`src/rtl/seq_shifter.sv`:
```
// seq_shifter: multi-cycle shift unit that moves the operand by one bit per
// clock. It understands the barrel-shifter type encoding (SLL/SRL/SRA/pass)
// and talks valid/ready on both the request and the response side.
module seq_shifter #(
    parameter int XLEN = 32,
    localparam int SW  = $clog2(XLEN)
) (
    input  logic            clk,
    input  logic            rst_n,
    input  logic            req_valid,
    output logic            req_ready,
    input  logic [1:0]      req_type,
    input  logic [XLEN-1:0] req_data,
    input  logic [SW-1:0]   req_shamt,
    output logic            resp_valid,
    input  logic            resp_ready,
    output logic [XLEN-1:0] resp_data,
    output logic            busy
);

    typedef enum logic [1:0] {
        ST_IDLE  = 2'b00,
        ST_SHIFT = 2'b01,
        ST_DONE  = 2'b10
    } state_t;

    localparam logic [1:0] TYPE_SLL  = 2'b00;
    localparam logic [1:0] TYPE_SRL  = 2'b01;
    localparam logic [1:0] TYPE_SRA  = 2'b10;
    localparam logic [1:0] TYPE_PASS = 2'b11;

    state_t          state_r;
    state_t          state_s;
    logic [XLEN-1:0] work_r;
    logic [XLEN-1:0] work_s;
    logic [1:0]      type_r;
    logic [1:0]      type_s;
    logic [SW-1:0]   count_r;
    logic [SW-1:0]   count_s;
    logic            req_ready_r;
    logic            resp_valid_r;
    logic            busy_r;

    // Next-state, working-register and count computation for the shift FSM.
    always_comb begin
        state_s = state_r;
        work_s  = work_r;
        type_s  = type_r;
        count_s = count_r;
        case (state_r)
            ST_IDLE: begin
                if (req_valid) begin
                    // Operands are captured only here; later input changes are ignored.
                    work_s  = req_data;
                    type_s  = req_type;
                    count_s = req_shamt;
                    if ((req_shamt == SW'(0)) || (req_type == TYPE_PASS)) begin
                        state_s = ST_DONE;
                    end else begin
                        state_s = ST_SHIFT;
                    end
                end else begin
                    state_s = ST_IDLE;
                end
            end
            ST_SHIFT: begin
                case (type_r)
                    TYPE_SLL: work_s = {work_r[XLEN-2:0], 1'b0};
                    TYPE_SRL: work_s = {1'b0, work_r[XLEN-1:1]};
                    TYPE_SRA: work_s = {work_r[XLEN-1], work_r[XLEN-1:1]};
                    default:  work_s = work_r;
                endcase
                count_s = count_r - SW'(1);
                if (count_r == SW'(1)) begin
                    state_s = ST_DONE;
                end else begin
                    state_s = ST_SHIFT;
                end
            end
            ST_DONE: begin
                // No new acceptance here even if the response is taken this cycle.
                if (resp_ready) begin
                    state_s = ST_IDLE;
                end else begin
                    state_s = ST_DONE;
                end
            end
            default: begin
                state_s = ST_IDLE;
            end
        endcase
    end

    // State, datapath and handshake-output registers; async reset aborts any operation.
    always_ff @(posedge clk or negedge rst_n) begin
        if (!rst_n) begin
            state_r      <= ST_IDLE;
            work_r       <= {XLEN{1'b0}};
            type_r       <= 2'b00;
            count_r      <= {SW{1'b0}};
            req_ready_r  <= 1'b1;
            resp_valid_r <= 1'b0;
            busy_r       <= 1'b0;
        end else begin
            state_r      <= state_s;
            work_r       <= work_s;
            type_r       <= type_s;
            count_r      <= count_s;
            req_ready_r  <= (state_s == ST_IDLE);
            resp_valid_r <= (state_s == ST_DONE);
            busy_r       <= (state_s != ST_IDLE);
        end
    end

    assign req_ready  = req_ready_r;
    assign resp_valid = resp_valid_r;
    assign busy       = busy_r;
    assign resp_data  = work_r;

endmodule

```
`config.mk`:
```
export PLATFORM = sky130hd
export DESIGN_NAME = seq_shifter
export DESIGN_NICKNAME = d
export VERILOG_FILES = /design/src/rtl/seq_shifter.sv
export SDC_FILE = /design/constraint.sdc
export NUM_CORES = 1
export LEC_CHECK = 0
export ABC_AREA = 1
export BUFFER_PORTS_ARGS = -buffer_cell sky130_fd_sc_hd__buf_4
export CORE_ASPECT_RATIO = 1.4
export CORE_MARGIN = 8
export CORE_UTILIZATION = 25
export DETAILED_ROUTE_END_ITERATION = 6
export GPL_TIMING_DRIVEN = 0
export PLACE_DENSITY = 0.43
export SLEW_MARGIN = 10
export SYNTH_ARGS = -nofsm -noshare
export SYNTH_HDL_FRONTEND = slang
export SYNTH_SLANG_ARGS = --single-unit
```
`constraint.sdc`:
```
create_clock -name clk -period 4.6 [get_ports clk]
set_input_delay 0 -clock clk [delete_from_list [all_inputs] [get_ports clk]]
set_output_delay 0 -clock clk [all_outputs]
set_load 0.02 [all_outputs]
```
# --- Word level (Yosys, flattened, before mapping) ---
# Index checks and enable logic that the tools add are counted.
classes:
  n_reduce_logical: 11
  add_sub_neg: 1
  eq_ne: 11
  muxes: 10
op_table:
  columns: ["operator", "count"]
  rows:
  - ["32-bit one-hot mux with 3 select lines", 1]
  - ["32-bit one-hot mux with 2 select lines", 1]
  - ["32-bit two-way mux", 1]
  - ["5-bit one-hot mux with 2 select lines", 1]
  - ["2-bit equality test (second input constant)", 4]
  - ["2-bit two-way mux", 4]
  - ["2-bit zero test", 3]
  - ["2-bit one-hot mux with 3 select lines", 1]
  - ["5-bit by 1-bit equality test with 1-bit output (second input constant)", 1]
  - ["5-bit zero test", 1]
  - ["5-bit two-way mux", 1]
  - ["5-bit by 1-bit subtractor with 5-bit output (second input constant)", 1]
  - ["2-bit by 1-bit equality test with 1-bit output (second input constant)", 2]
  - ["2-bit inequality test (second input constant)", 2]
  - ["4-bit by 1-bit inequality test with 1-bit output (second input constant)", 1]
  - ["2-bit AND reduction", 2]
  - ["4-bit AND reduction", 1]
  - ["2-bit nonzero test", 2]
  - ["3-bit by 1-bit inequality test with 1-bit output (second input constant)", 1]
  - ["3-bit AND reduction", 1]
  - ["1-bit logical OR", 1]
totals:
  regBits: 44
  wordCells: 41
  input_bits: 43

# --- Depth between registers and ports, before layout ---
depth:
  depth_word: 6
  depth_mapped: 10
  ltp_nobuf: 9

# --- Worst setup path before layout ---
# OpenSTA, ideal clock, no wires.
synth_timing:
  path_kind: "register to register"
  startpoint: "reg type_r[1]"
  endpoint: "reg work_r[21] (netlist: resp_data[21])"
  path_slack_ns: 3.114
  synth_period_minus_slack_ns: 1.486
  arrival_ns: 1.369
  setup_ns: 0.117
  path_stages_with_launch: 9
  required_ns: 4.483
  cell_sequence: "dfrtp_1 inv_1 ha_1 or2_2 nor2_1 nor2_4 buf_2 nand2_1 nand2_1"
synth_via:
  elab_chain_len: 3
  word_cells_on_any_way: 7
  classes_between: "3 x eq/ne; 2 x mux; 2 x reduce/logical"
synth_lines:
  columns: ["item", "line_no", "source"]
  rows:
  - ["from (decl)", "36", "logic [1:0] type_r;"]
  - ["from (signal assigned)", "107", "type_r <= type_s;"]
  - ["2-bit equality test, or another cell as far along", "67", "case (type_r)"]
  - ["32-bit one-hot mux with 3 select lines or 4-bit by 1-bit inequality test with 1-bit output (tied branches)", null, null]
  - ["32-bit one-hot mux with 2 select lines or 3-bit AND reduction (tied branches)", null, null]
  - ["to (signal assigned)", "98", "work_r <= {XLEN{1'b0}};"]
  - ["to (signal assigned)", "106", "work_r <= work_s;"]
  - ["to (decl)", "34", "logic [XLEN-1:0] work_r;"]
# Parallel ways exist; a longest one is shown, timed or not.
# A chain may end at the register's enable or synchronous reset.

# --- Worst setup path in the final report ---
layout_timing:
  startpoint: "reg type_r[0]"
  endpoint: "reg work_r[3] (netlist: resp_data[3])"
# Same word-level chain as after synthesis.

==> out/qor.csv <==
metric,value,unit
fillers,1194,
cp-endpoint,resp_data[3],
ir_drop,0.2259,mV
ys_types,23,
rrSetupSlack,2760,ps
synth.avg_cell_area,6.293,µm²
cts_setup_buffers,0,
syn-cell-area,2744,µm²
dpl-instance-area,3498,µm²
path_clk_slew,60,ps
antenna_found_initial,0,
fin_skew,4.404,ps
ant_nets,0,
core_area,10750,µm²
cts_buffers,5,
io_buffers,77,
seq_area_frac_synth,40.17,%
cts_root_buf,clkbuf_16,
cts_hold_buffers,19,
final-setup-viol-count,0,
post_cts_resized,0,
worstPathArrival,2070,ps
io_pins,78,
endpoint_kind,flip-flop,
nets,587,
crit_required,4830,ps
p_leak,2.068,nW
wl_met2,4885,µm
route.met3.wl,298,µm
wire_per_inst,13.32,µm
viasPerCell,4.352,
wl_met1,3776,µm
min_period,1838,ps
hold_viol_final,0,
hp-class,input pin to flip-flop,
initial_core_util,25.51,%
worst_pin_slew,608.8,ps
cp_max_fo,10,
r2r_start,type_r[0],
overflow,0,
drv_cap,0,
fp.dieW,104.5,µm
clockBufferDepth,2,
relSlewSlack,59.42,%
most-common-layout-cells,"nand2_1, buf_4, dfrtp_1",
ff2ff_path_depth,10,
drt_iter0_markers,94,
cts_tree,built,
dr.pass1.iters,5,
ys_warn_count,0,
vias,2964,
synthCells,436,
final_area,3835,µm²
totalNegativeSetupSlack,0,ps
drc,0,
grt_pass1_wl,14910,µm
period_share,39.95,%
critPathLaunch,type_r[0],
top_layer,met4,
drive_above_1_share,18.52,%
setup.worst_path.class,flip-flop to flip-flop,
dieArea,14630,µm²
layout_commonest_cell,nand2_1,
grt_max_degree,45,
slew_viol_final,0,
grt_use_total,12.54,%
syn_to_final_growth,39.76,%
fin_util,35.66,%
die_h,140.0,µm
status,"complete, no violations",
gp_congestion,0.7433,
reg2reg_to,resp_data[3],
dp_hpwl,6596,µm
p_per_area,791.8,nW/µm²
n_antenna_cell,0,
clock-sinks,44,
htreeDepth,2,
rsz0062_at_grt,false,
synth_fp_nets,484,
startpoint_type,flip-flop,
clock_latency,290,ps
ys_ff_latch,44,
first_global_vias,2990,
drt_wl_total,9074,µm
rows,45,
max_freq,0.5442,GHz
[cell usage after synthesis]
cell      instances  area (µm²)
buf_1             6       22.52
a21oi_1           2       10.01
ha_1              5       62.56
nand2_1         275        1032
dfstp_2           1       26.28
o21ai_0          34       170.2
o21ai_2           1       8.760
nand3b_1          1       7.510
buf_2             5       25.02
xor2_1            1       8.760
nor2_2            1       6.260
dfrtp_1          43        1076
nor2_1           13       48.80
nand2_4           1       11.26
inv_1            14       52.55
inv_2             3       11.26
buf_4             2       15.01
or2_2             1       6.260
clkbuf_1          9       33.78
nand4_1           1       6.260
nand3_1          13       65.06
o211ai_1          2       15.01
nor2_4            2       22.52
[worst min path at each step]
stage | from | endpoint | slack [ps] | cells past startpoint
6_report | req_data[4] | resp_data[4] | 5 | 5
5_1_grt | req_data[28] | resp_data[28] | 20 | 5
4_1_cts | req_data[5] | resp_data[5] | 0.5 | 5
3_5_place_dp | rst_n | state_r[1] | 60 | 1
3_3_place_gp | rst_n | resp_valid | 70 | 1
2_1_floorplan | rst_n | busy | -300 | 0
[stage by stage]
stage / instances / power (mW) / setup WS, ps / hold slack [ps]
final: 681 / 3.036 / 2762 / 4.714
after global routing: 681 / 3.371 / 2529 / 23.44
after global placement: 654 / 2.680 / 2781 / 69.25
after floorplan: 436 / 2.022 / 3114 / -295.6
after detailed placement: 654 / 2.697 / 2750 / 64.87
after CTS: 681 / 3.100 / 2737 / 0.4949
[flip-flops by register name, indices dropped and copies added (netlist names)]
register	cells
busy	1
count_r	5
req_ready	1
resp_data	32
resp_valid	1
state_r	2
type_r	2
[power breakdown]
group	leakage [nW]	total (mW)	switching (mW)	internal (mW)
clock network	0.0712	0.373	0.156	0.217
registers	0.548	0.757	0.179	0.579
logic	1.45	1.91	1.25	0.653
[layer usage]
| layer | global-route usage, % | vias to the layer above |
|---|---|---|
| met5 | 0 | - |
| met4 | 3.902 | 0 |
| met3 | 2.388 | 6 |
| met2 | 23.16 | 49 |
| met1 | 14.05 | 1369 |
| li1 | - | 1540 |
[worst max-delay path, stage by stage, from the launching register on]
cell and delay, ps:
dfrtp_1 350, inv_1 80, ha_1 360, inv_1 170, clkbuf_1 390, nand2_1 90
o21ai_0 90, nand2_1 80, nand2_1 70, nand2_1 40, nand2_1 50
[layout make-up]
| cell class | count | area (µm²) | share of cell area (%) |
|---|---|---|---|
| multi-input combinational | 353 | 1481 | 38.63 |
| sequential | 44 | 1102 | 28.74 |
| timing repair buffer | 96 | 768.2 | 20.03 |
| tap | 141 | 176.4 | 4.600 |
| clock buffer | 8 | 146.4 | 3.817 |
| buffer | 22 | 96.34 | 2.512 |
| inverter | 17 | 63.81 | 1.664 |
[cell families after synthesis]
family | Yosys count | synth area share [%]
compound gates | 39 | 7.433
buf+inv | 39 | 5.836
flops | 44 | 40.17
xor+xnor | 1 | 0.3193
fa+ha+maj | 5 | 2.280
simple gates | 308 | 43.96
No activity file was read; power rests on OpenSTA's default activity.
